===== src/rtl/uart_pkg.sv =====
// rtl/uart_pkg.sv - UART baud-select encoding, divisor helper and receiver state encoding shared with the transmitter
package uart_pkg;

  localparam int CNT_W = 13;

  localparam logic [1:0] BPS_9600   = 2'b00;
  localparam logic [1:0] BPS_19200  = 2'b01;
  localparam logic [1:0] BPS_38400  = 2'b10;
  localparam logic [1:0] BPS_921600 = 2'b11;

  typedef enum logic [2:0] {
    S_IDLE      = 3'd0,
    S_START     = 3'd1,
    S_DATA      = 3'd2,
    S_PARITY    = 3'd3,
    S_STOP      = 3'd4,
    S_WAIT_IDLE = 3'd5
  } rx_state_e;

  // Clock cycles per bit minus one for a given clock and baud select.
  function automatic logic [CNT_W-1:0] bps_div(input int clk_hz, input logic [1:0] sel);
    int baud;
    case (sel)
      BPS_9600:  baud = 9600;
      BPS_19200: baud = 19200;
      BPS_38400: baud = 38400;
      default:   baud = 921600;
    endcase
    return CNT_W'(clk_hz / baud - 1);
  endfunction

endpackage


===== src/rtl/uart_rx_sync.sv =====
// rtl/uart_rx_sync.sv - 2-FF synchronizer for the serial line plus falling-edge detect
module uart_rx_sync (
  input  logic clk,
  input  logic rst,
  input  logic rx_i,
  output logic rx_o,
  output logic fall_o
);

  logic       meta_q;
  logic       sync_q;
  logic       prev_q;
  logic       armed_q;
  logic [1:0] vld_q;

  // The edge detector stays disarmed until a genuine high has passed through the
  // synchronizer, so a line held low across reset release is not taken as a start.
  always_ff @(posedge clk) begin
    if (rst) begin
      meta_q  <= 1'b1;
      sync_q  <= 1'b1;
      prev_q  <= 1'b1;
      vld_q   <= 2'b00;
      armed_q <= 1'b0;
    end else begin
      meta_q  <= rx_i;
      sync_q  <= meta_q;
      prev_q  <= sync_q;
      vld_q   <= {vld_q[0], 1'b1};
      armed_q <= armed_q | (vld_q[1] & sync_q);
    end
  end

  assign rx_o   = sync_q;
  assign fall_o = armed_q & prev_q & ~sync_q;

endmodule


===== src/rtl/uart_recv.sv =====
// rtl/uart_recv.sv - UART receiver, 8 data bits LSB first, 1 stop bit
// Even parity stage present only when UART_RECV_PARITY_EN is defined.
module uart_recv
  import uart_pkg::*;
#(
  parameter int CLK_IN = 50_000_000
) (
  input  logic       clk,
  input  logic       rst,
  input  logic [1:0] bps_set,
  input  logic       rs232_rx,
  output logic [7:0] data_in,
  output logic       rx_done,
  output logic       rx_state,
  output logic       parity_err,
  output logic       frame_err
);

  localparam logic [CNT_W-1:0] DIV_9600   = bps_div(CLK_IN, BPS_9600);
  localparam logic [CNT_W-1:0] DIV_19200  = bps_div(CLK_IN, BPS_19200);
  localparam logic [CNT_W-1:0] DIV_38400  = bps_div(CLK_IN, BPS_38400);
  localparam logic [CNT_W-1:0] DIV_921600 = bps_div(CLK_IN, BPS_921600);

  logic             rx_s;
  logic             fall;
  rx_state_e        state_q, state_d;
  logic [CNT_W-1:0] div_q, div_d, div_sel;
  logic [CNT_W-1:0] cnt_q, cnt_d;
  logic [2:0]       bit_q, bit_d;
  logic [7:0]       shift_q, shift_d;
  logic [7:0]       data_q, data_d;
  logic             done_q, done_d;
  logic             rx_state_q;
  logic             perr_q, perr_d;
  logic             ferr_q, ferr_d;
`ifdef UART_RECV_PARITY_EN
  logic             par_q, par_d;
`endif
  logic [CNT_W:0]   div_p1;
  logic [CNT_W-1:0] half_m1;
  logic             bit_tick;
  logic             half_tick;

  uart_rx_sync u_sync (
    .clk    (clk),
    .rst    (rst),
    .rx_i   (rs232_rx),
    .rx_o   (rx_s),
    .fall_o (fall)
  );

  always_comb begin
    case (bps_set)
      BPS_9600:  div_sel = DIV_9600;
      BPS_19200: div_sel = DIV_19200;
      BPS_38400: div_sel = DIV_38400;
      default:   div_sel = DIV_921600;
    endcase
  end

  // cnt_q is zero in the cycle after t0, so the start sample lands at t0 + N/2.
  assign div_p1    = {1'b0, div_q} + (CNT_W+1)'(1);
  assign half_m1   = div_p1[CNT_W:1] - CNT_W'(1);
  assign bit_tick  = (cnt_q == div_q);
  assign half_tick = (cnt_q == half_m1);

  always_comb begin
    state_d = state_q;
    div_d   = div_q;
    cnt_d   = cnt_q + CNT_W'(1);
    bit_d   = bit_q;
    shift_d = shift_q;
    data_d  = data_q;
    done_d  = 1'b0;
    perr_d  = perr_q;
    ferr_d  = ferr_q;
`ifdef UART_RECV_PARITY_EN
    par_d   = par_q;
`endif
    unique case (state_q)
      S_IDLE: begin
        cnt_d = '0;
        if (fall) begin
          state_d = S_START;
          div_d   = div_sel;
        end
      end
      S_START: begin
        if (half_tick) begin
          cnt_d   = '0;
          bit_d   = '0;
          state_d = rx_s ? S_IDLE : S_DATA;
        end
      end
      S_DATA: begin
        if (bit_tick) begin
          cnt_d   = '0;
          shift_d = {rx_s, shift_q[7:1]};
          bit_d   = bit_q + 3'd1;
          if (bit_q == 3'd7) begin
`ifdef UART_RECV_PARITY_EN
            state_d = S_PARITY;
`else
            state_d = S_STOP;
`endif
          end
        end
      end
`ifdef UART_RECV_PARITY_EN
      S_PARITY: begin
        if (bit_tick) begin
          cnt_d   = '0;
          par_d   = rx_s;
          state_d = S_STOP;
        end
      end
`endif
      S_STOP: begin
        if (bit_tick) begin
          cnt_d   = '0;
          done_d  = 1'b1;
          data_d  = shift_q;
          ferr_d  = ~rx_s;
`ifdef UART_RECV_PARITY_EN
          perr_d  = ^{shift_q, par_q};
`else
          perr_d  = 1'b0;
`endif
          state_d = rx_s ? S_IDLE : S_WAIT_IDLE;
        end
      end
      S_WAIT_IDLE: begin
        cnt_d = '0;
        if (rx_s) state_d = S_IDLE;
      end
      default: begin
        cnt_d   = '0;
        state_d = S_IDLE;
      end
    endcase
  end

  always_ff @(posedge clk) begin
    if (rst) begin
      state_q    <= S_IDLE;
      div_q      <= '0;
      cnt_q      <= '0;
      bit_q      <= '0;
      shift_q    <= '0;
      data_q     <= '0;
      done_q     <= 1'b0;
      rx_state_q <= 1'b0;
      perr_q     <= 1'b0;
      ferr_q     <= 1'b0;
`ifdef UART_RECV_PARITY_EN
      par_q      <= 1'b0;
`endif
    end else begin
      state_q    <= state_d;
      div_q      <= div_d;
      cnt_q      <= cnt_d;
      bit_q      <= bit_d;
      shift_q    <= shift_d;
      data_q     <= data_d;
      done_q     <= done_d;
      rx_state_q <= (state_d != S_IDLE);
      perr_q     <= perr_d;
      ferr_q     <= ferr_d;
`ifdef UART_RECV_PARITY_EN
      par_q      <= par_d;
`endif
    end
  end

  assign data_in    = data_q;
  assign rx_done    = done_q;
  assign rx_state   = rx_state_q;
  assign parity_err = perr_q;
  assign frame_err  = ferr_q;

endmodule


===== config.mk =====
export PLATFORM = sky130hd
export DESIGN_NAME = uart_recv
export DESIGN_NICKNAME = d
export VERILOG_FILES = /design/src/rtl/uart_pkg.sv /design/src/rtl/uart_rx_sync.sv /design/src/rtl/uart_recv.sv
export SDC_FILE = /design/constraint.sdc
export NUM_CORES = 1
export LEC_CHECK = 0
export BUFFER_PORTS_ARGS = -buffer_cell sky130_fd_sc_hd__buf_2
export CORE_MARGIN = 1.5
export CORE_UTILIZATION = 54
export DETAILED_ROUTE_END_ITERATION = 12
export PLACE_DENSITY_LB_ADDON = 0.12
export REMOVE_ABC_BUFFERS = 1
export SYNTH_ARGS = -nofsm -noshare
export SYNTH_HDL_FRONTEND = slang
export SYNTH_SLANG_ARGS = --single-unit

===== constraint.sdc =====
create_clock -name clk -period 3.2 [get_ports clk]
set_input_delay 0.16 -clock clk [delete_from_list [all_inputs] [get_ports clk]]
set_output_delay 0.16 -clock clk [all_outputs]
set_load 0.03 [all_outputs]

==> results.toml, run 1 <==
[clocking]
deepest_level_of_the_cts_h_tree = 2
clkLatencyLatePin_ps = 320
clk_path_buf_depth = 2
clockRootBuffer = "clkbuf_8"
cts_resized = 0
cts_setup_buffers = 0
clk_transition_reported_paths_ps = 100
cts-buffers-inserted = 5
cts-hold-fix-buffers = 0
clkSinkCount = 52
tritoncts = "yes"

[routing]
vias = 2150
route.detailed.drc = 0
detail_route.first_pass.iterations = 4
final_antenna_violating_net_count = 0
wire_per_inst_um = 13.5
drt_wl_total_mm = 5.30
via_to_cell_ratio = 5.48
drtIter0Drc = 169

[setup_path]
timing.rr.end = "bit_q[2]"
ff2ff_path_depth = 12
critPathMaxFanout = 5
worstPathRequired_ps = 3410
cp-end-kind = "flip-flop"
crit_cells = 12
criticalPathCategory = "flip-flop to flip-flop"
critical_path.slowest_cell = "or4b_1"
path_delay_family = "compound AO/OA/AOI/OAI gates"
timing.critical_path.from_type = "flip-flop"
largest_stage_delay_worst_path_ps = 500
path_buf_inv = 2
critical_path_end = "bit_q[2]"
r2r_slack_ps = 160
timing.critical_path.arrival_ps = 3250
crit_path_cell_trace = "ha_4, inv_1, ha_1, buf_4, nand4_1, o21ai_2, and2_1, or4b_1, a32oi_1, nand3_1, o31a_1, a221o_1"
critical_path.startpoint = "div_q[0]"
critical_path.reg2reg.startpoint = "div_q[0]"

[logic_synthesis]
netlist.top_cell.by_area = "dfxtp_1"
ys_seq_area_frac = 0.381
ys_ff_latch = 52
total_number_of_yosys_warnings = 0
avgSynthCellArea_um2 = 8.73
ys_async_sr_fraction = 0
postSynthCellCount = 313
synth.distinct_cells = 58
synthesis.area_um2 = 2730
postSynth.topFlopCell = "dfxtp_1"
synth-edff-count = 0
synth_top_cell_area_share = 0.381
synth_area_leaders = "dfxtp_1 (38%), mux2i_1 (7.3%), nor2_1 (7.1%)"

[grt]
globalRouteOverflowTotal = 0
grt_first_pass_wirelength_mm = 9.14
grt_pass1_vias = 1956
maximum_number_of_pins_on_one_net_before_global_route_repair = 22
antenna_violations_before_repair = 0
grt_usage = 0.213

[min_path]
min-delay-path-class = "input pin to flip-flop"
hold_depth = 2

[sta]
finalCriticalPeriod_ps = 3040
fmax_mhz = 329
finalClockSkew_ps = 10.5
slew_viol_final = 0
grt_setup_unrepaired = "no"
period_share = 0.950
final_hold_viol_count = 0
totalNegativeSetupSlack_ps = 0
setup-violations-final = 0
setup_ws_final_ps = 161

[floorplanning]
starting_utilization_of_the_core_area = 0.571
design.portCount = 17
die-width_um = 74.2
core_area_um2 = 4790
die_h_um = 74.2
std_cell_rows = 25
floorplan.die_area_um2 = 5500

[final_layout]
most_used_cells_in_the_layout_excluding_fill_and_tap_cells = "nor2_1 (52), dfxtp_1 (52), mux2i_1 (20)"
syn2layout_area_growth_pct = 8.74
final_layout_size_suffix_gt1_frac = 0.145
nets = 334
num_antenna_cells = 0
finalInstanceArea_um2 = 2970

[pwr]
peakVddDrop_v = 0.000343
power.density_cell_area_nw_per_um2 = 383
p_total_mw = 1.14
p_leak_nw = 1.22

[run]
cap_violations = 0

[placed_design]
gp_routability_congestion = 0.868
pre_cts_ws_ps = 45.2
place.port_buffers = 15
placed_cell_area_um2 = 2860
dpl.hpwl_mm = 3.86

[outcome]
run_status = "finished clean"
[synthesized netlist by cell type (8+ instances only)]
| cell type | instances |
|---|---|
| inv_1 | 8 |
| xor2_1 | 14 |
| and3_1 | 8 |
| nand3_1 | 15 |
| a21oi_1 | 11 |
| dfxtp_1 | 52 |
| mux2i_1 | 20 |
| clkbuf_1 | 11 |
| nand2_1 | 10 |
| xnor2_1 | 17 |
| or3_1 | 8 |
| nor2_1 | 52 |
[worst register-to-register path, stage by stage, from the launching register on]
cell and delay (ps):
dfxtp_1 350, ha_4 290, inv_1 50, ha_1 200, buf_4 150, nand4_1 110
o21ai_2 100, and2_1 180, or4b_1 500, a32oi_1 240, nand3_1 130, o31a_1 290
a221o_1 350
[area by class of cell]
| cell class | count | area (um2) |
|---|---|---|
| Inverter | 8 | 30.0 |
| Clock buffer | 5 | 68.8 |
| Timing Repair Buffer | 25 | 150 |
| Tap cell | 67 | 83.8 |
| Sequential cell | 52 | 1040 |
| Multi-Input combinational cell | 232 | 1570 |
| Fill cell | 442 | 1810 |
| Clock inverter | 3 | 28.8 |
[worst min-delay path by stage]
stage	endpoint	slack, ps	from
3_3_place_gp	u_sync.meta_q	340	rs232_rx
5_1_grt	u_sync.meta_q	9	rs232_rx
3_5_place_dp	u_sync.meta_q	340	rs232_rx
6_report	u_sync.meta_q	20	rs232_rx
4_1_cts	u_sync.meta_q	4	rs232_rx
2_1_floorplan	div_q[5]	230	rst
[sequential cells by signal, indices dropped and copies added, names as in the netlist]
name	flops
bit_q	3
cnt_q	13
data_in	8
div_q	8
frame_err	1
rx_done	1
rx_state	1
shift_q	8
state_q	3
u_sync.armed_q	1
u_sync.meta_q	1
u_sync.prev_q	1
u_sync.rx_o	1
u_sync.vld_q	2
[routing by layer]
metal  global-route usage  up-vias  wire length [um]
li1                     -     1116                 -
met1                0.321      973              2710
met2                0.299       55              2250
met3               0.0407        6               275
met4               0.0782        0                68
met5                    0        -                 0
[metrics by stage]
step,hold WS (ps),utilization,std cells
2_1_floorplan,229,-,292
3_3_place_gp,343,0.597,384
3_5_place_dp,344,0.597,384
4_1_cts,4.48,0.618,392
5_1_grt,8.89,0.621,392
6_report,16.0,0.621,392
[cell families (layout without fill, tap and decap cells)]
logic type | Yosys count | count (layout) | share of synthesized area
compound gates | 45 | 45 | 0.124
xor+xnor | 31 | 31 | 0.0993
fa+ha+maj | 5 | 5 | 0.0229
buf+inv | 29 | 41 | 0.0508
flops | 52 | 52 | 0.381
mux | 20 | 20 | 0.0732
other cells | 1 | 1 | 0.00137
simple gates | 130 | 130 | 0.248
[power by group]
part	total [mW]	internal, mW	switching, mW
sequential	0.659	0.654	0.00539
combinational	0.0723	0.0308	0.0415
clock	0.407	0.165	0.242
(Power assumes the default switching activity.)
==> run 2, diff against run 1 <==
--- a/config.mk
+++ b/config.mk
@@ -6,8 +6,10 @@
 export NUM_CORES = 1
 export LEC_CHECK = 0
 export BUFFER_PORTS_ARGS = -buffer_cell sky130_fd_sc_hd__buf_2
+export CELL_PAD_IN_SITES_DETAIL_PLACEMENT = 2
+export CELL_PAD_IN_SITES_GLOBAL_PLACEMENT = 2
 export CORE_MARGIN = 1.5
-export CORE_UTILIZATION = 54
+export CORE_UTILIZATION = 34
 export DETAILED_ROUTE_END_ITERATION = 12
 export PLACE_DENSITY_LB_ADDON = 0.12
 export REMOVE_ABC_BUFFERS = 1
==> results.toml, run 2 (same netlist as run 1, synthesis figures left out) <==
[final_layout]
syn2layout_area_growth_pct = 11.2
num_antenna_cells = 0
largest_reg_flops = 13
max_flop_register = "cnt_q"
finalInstanceArea_um2 = 3040
final_layout_size_suffix_gt1_frac = 0.156
most_used_cells_in_the_layout_excluding_fill_and_tap_cells = "nor2_1 (52), dfxtp_1 (52), mux2i_1 (20)"
nets = 336
fin_util = 0.391

[clocking]
clockRootBuffer = "clkbuf_8"
tritoncts = "yes"
cts-hold-fix-buffers = 0
clkSinkCount = 52
deepest_level_of_the_cts_h_tree = 2
clkLatencyLatePin_ps = 310
cts-buffers-inserted = 5
clk_path_buf_depth = 2
clk_transition_reported_paths_ps = 100

[sta]
grt_setup_unrepaired = "no"
finalCriticalPeriod_ps = 3060
max_slew.worst_pin.slew_ps = 710
slew_viol_final = 0
setup_ws_final_ps = 141
max_slew_margin = 0.527
setup-violations-final = 0
final_hold_viol_count = 0
fmax_mhz = 327
finalClockSkew_ps = 9.99
period_share = 0.956

[setup_path]
cp-end-kind = "flip-flop"
largest_stage_delay_worst_path_ps = 560
critPathMaxFanout = 4
criticalPathCategory = "flip-flop to flip-flop"
critical_path.slowest_cell = "or4b_1"
timing.critical_path.arrival_ps = 3260
path_delay_family = "simple AND/OR/NAND/NOR gates"
worstPathRequired_ps = 3400
timing.critical_path.from_type = "flip-flop"
crit_path_cell_trace = "ha_4, xnor2_1, ha_2, buf_4, nand2_1, and4b_1, or4b_1, a32oi_1, nand3_1, o31a_1, a221o_1"
crit_cells = 11
path_buf_inv = 1
ff2ff_path_depth = 11

[grt]
grt_pass1_vias = 2443
grt_usage = 0.182
globalRouteOverflowTotal = 0
antenna_violations_before_repair = 0
maximum_number_of_pins_on_one_net_before_global_route_repair = 39
grt_first_pass_wirelength_mm = 12.4

[floorplanning]
std_cell_rows = 32
die-width_um = 92.7
floorplan.die_area_um2 = 8590
design.portCount = 17
core_area_um2 = 7770
starting_utilization_of_the_core_area = 0.352
die_h_um = 92.7

[routing]
detail_route.first_pass.iterations = 4
drt_wl_total_mm = 7.41
wire_per_inst_um = 17.3
vias = 2313
final_antenna_violating_net_count = 0
via_to_cell_ratio = 5.39
drtIter0Drc = 55
route.detailed.drc = 0

[min_path]
hold_depth = 2
min-delay-path-class = "input pin to flip-flop"

[run]
cap_violations = 0

[placed_design]
gp_routability_congestion = 0.856
dpl.hpwl_mm = 5.54
placed_cell_area_um2 = 2920
pre_cts_ws_ps = 96.8
place.port_buffers = 15

[pwr]
peakVddDrop_v = 0.000212
p_leak_nw = 1.23
power.density_cell_area_nw_per_um2 = 376

[outcome]
run_status = "finished clean"
[run 2: routing by layer]
layer	share of wire	wire length (um)	vias to the layer above	track usage
met1	0.45	3330	1169	0.221
met2	0.52	3860	21	0.333
met5	0	0	-	0
met3	0.016	116	8	0.0230
met4	0.014	100	0	0.0581
li1	-	-	1115	-
[run 2: final cells by class]
type / count / area (um2)
Multi-Input combinational cell: 232 / 1580
Inverter: 8 / 30.0
Sequential cell: 52 / 1040
Clock inverter: 2 / 13.8
Clock buffer: 6 / 82.6
Tap cell: 102 / 128
Timing Repair Buffer: 27 / 165
Fill cell: 887 / 4730
[run 2: final timing paths]
path	startpoint	to	slack, ps
setup / recovery	div_q[0]	bit_q[2]	140
hold / removal	rs232_rx	u_sync.meta_q	30
setup reg to reg	div_q[0]	bit_q[2]	140
hold reg to reg	u_sync.meta_q	u_sync.rx_o	430
[run 2: worst register-to-register path, cell delays in order (launching register included)]
cell and delay (ps):
dfxtp_1 350, ha_4 180, xnor2_1 180, ha_2 230
buf_4 130, nand2_1 70, and4b_1 220, or4b_1 560
a32oi_1 230, nand3_1 140, o31a_1 310, a221o_1 350
[run 2: power breakdown]
group	total [mW]	internal, mW	switching (mW)
clock network	0.405	0.178	0.228
logic	0.0775	0.0319	0.0456
registers	0.660	0.654	0.00599
[run 2: what timing repair did]
item / 4_1_cts / 5_1_grt
gates resized for setup: 0 / 6
setup endpoints to repair: 0 / 2
setup buffers: 0 / 0
[run 2: stage by stage]
| step | power (mW) | TNS (ps) | cells | hold WS (ps) |
|---|---|---|---|---|
| after floorplan | 0.720 | -238 | 292 | 229 |
| after global placement | 0.748 | 0 | 421 | 344 |
| after detailed placement | 0.751 | 0 | 421 | 347 |
| after CTS | 1.16 | 0 | 429 | 11.4 |
| after global routing | 1.19 | 0 | 429 | 13.8 |
| final | 1.14 | 0 | 429 | 28.1 |
==> run 3, diff against run 2 <==
--- a/config.mk
+++ b/config.mk
@@ -6,10 +6,8 @@
 export NUM_CORES = 1
 export LEC_CHECK = 0
 export BUFFER_PORTS_ARGS = -buffer_cell sky130_fd_sc_hd__buf_2
-export CELL_PAD_IN_SITES_DETAIL_PLACEMENT = 2
-export CELL_PAD_IN_SITES_GLOBAL_PLACEMENT = 2
 export CORE_MARGIN = 1.5
-export CORE_UTILIZATION = 34
+export CORE_UTILIZATION = 50
 export DETAILED_ROUTE_END_ITERATION = 12
 export PLACE_DENSITY_LB_ADDON = 0.12
 export REMOVE_ABC_BUFFERS = 1
==> results.toml, run 3 (same netlist as run 1, synthesis figures left out) <==
[floorplanning]
std_cell_rows = 26
die_h_um = 76.9
design.portCount = 17
floorplan.die_area_um2 = 5920
die-width_um = 76.9
core_area_um2 = 5200
starting_utilization_of_the_core_area = 0.525

[clocking]
clk_transition_reported_paths_ps = 100
tritoncts = "yes"
deepest_level_of_the_cts_h_tree = 2
clockRootBuffer = "clkbuf_8"
cts_setup_buffers = 0
clkSinkCount = 52
cts-hold-fix-buffers = 0
clk_path_buf_depth = 2
cts_resized = 0
clkLatencyLatePin_ps = 310
cts-buffers-inserted = 5

[sta]
setup-violations-final = 0
fmax_mhz = 330
finalClockSkew_ps = 6.59
max_slew.worst_pin.slew_ps = 669
max_slew_margin = 0.554
final_hold_viol_count = 0
totalNegativeSetupSlack_ps = 0
period_share = 0.948
grt_setup_unrepaired = "no"
slew_viol_final = 0
finalCriticalPeriod_ps = 3030
setup_ws_final_ps = 167
whs_ps = 28.5

[setup_path]
critical_path_end = "bit_q[2]"
crit_path_cell_trace = "ha_4, inv_1, ha_1, buf_4, nand4_1, o21ai_1, and2_1, or4b_1, a32oi_1, nand3_1, o31a_1, a221o_1"
critical_path.startpoint = "div_q[1]"
crit_cells = 12
ff2ff_path_depth = 12
critical_path.slowest_cell = "or4b_1"
critPathMaxFanout = 5
worstPathRequired_ps = 3400
timing.critical_path.arrival_ps = 3230
r2r_slack_ps = 170
path_buf_inv = 2
path_delay_family = "compound AO/OA/AOI/OAI gates"
criticalPathCategory = "flip-flop to flip-flop"
largest_stage_delay_worst_path_ps = 510
timing.critical_path.from_type = "flip-flop"
cp-end-kind = "flip-flop"
critical_path.reg2reg.startpoint = "div_q[1]"
timing.rr.end = "bit_q[2]"

[final_layout]
nets = 333
max_flop_register = "cnt_q"
most_used_cells_in_the_layout_excluding_fill_and_tap_cells = "nor2_1 (52), dfxtp_1 (52), mux2i_1 (20)"
largest_reg_flops = 13
num-fill-cells = 492
finalNonFillerCells = 394
multi_input_area_um2 = 1570
finalInstanceArea_um2 = 2970
fin_util = 0.571
final_layout_size_suffix_gt1_frac = 0.142
syn2layout_area_growth_pct = 8.65
num_antenna_cells = 0
register_area_um2 = 1040

[routing]
drt_wl_total_mm = 5.51
final_antenna_violating_net_count = 0
via_to_cell_ratio = 5.49
drtIter0Drc = 128
vias = 2164
wire_per_inst_um = 14.0
route.detailed.drc = 0
detail_route.first_pass.iterations = 4

[outcome]
run_status = "finished clean"

[pwr]
peakVddDrop_v = 0.000293
p_total_mw = 1.12
power_report.internal_total_mw = 0.844
p_leak_nw = 1.21
power.share.clock = 0.349
switchingPower_mw = 0.278
power.density_cell_area_nw_per_um2 = 378
p_sw_frac = 0.248
p_seq_frac = 0.588
power_frac_comb = 0.064

[run]
cap_violations = 0

[grt]
grt_first_pass_wirelength_mm = 9.46
globalRouteOverflowTotal = 0
grt_pass1_vias = 1943
antenna_violations_before_repair = 0
maximum_number_of_pins_on_one_net_before_global_route_repair = 39
grt_usage = 0.199

[placed_design]
place_inst = 386
pre_cts_ws_ps = 75.5
dpl.hpwl_mm = 3.97
place.port_buffers = 15
placed_cell_area_um2 = 2860
gp_routability_congestion = 0.841

[min_path]
min-delay-path-class = "input pin to flip-flop"
==> run 3: worst min path at each step <==
stage / startpoint / end / slack, ps / cells past startpoint
global route: rs232_rx / u_sync.meta_q / 10 / 2
CTS: rs232_rx / u_sync.meta_q / 20 / 2
global placement: rs232_rx / u_sync.meta_q / 350 / 2
detailed placement: rs232_rx / u_sync.meta_q / 350 / 2
floorplan: rst / div_q[5] / 230 / 1
finish: rs232_rx / u_sync.meta_q / 30 / 2
==> run 3: cell type report <==
cell class | instances | share of cell area
clock buffers | 5 | 0.0232
clock inverters | 3 | 0.00927
inverters | 8 | 0.0101
multi-input cells | 232 | 0.529
flip-flops and latches | 52 | 0.350
well taps | 70 | 0.0295
repair buffers | 24 | 0.0480
==> run 3: power groups by stage <==
stage,sequential [mW],combinational (mW),clock (mW)
2_1_floorplan,0.674,0.0458,0
3_3_place_gp,0.674,0.0688,0
3_5_place_dp,0.674,0.0696,0
4_1_cts,0.659,0.0699,0.407
5_1_grt,0.661,0.0793,0.438
6_report,0.659,0.0716,0.391
==> run 3: routing by layer <==
metal / wire length [um] / track usage / up-vias / part of all wire
li1: - / - / 1116 / -
met1: 2980 / 0.300 / 1007 / 0.54
met2: 2310 / 0.282 / 37 / 0.42
met3: 177 / 0.0429 / 4 / 0.032
met4: 48 / 0.0556 / 0 / 0.0087
met5: 0 / 0 / - / 0
==> run 3: worst register-to-register path, stage by stage, from the launching register on <==
cell and delay (ps):
dfxtp_1 350, ha_4 300, inv_1 40, ha_1 200, buf_4 150, nand4_1 90, o21ai_1 110, and2_1 190
or4b_1 510, a32oi_1 230, nand3_1 130, o31a_1 300, a221o_1 340
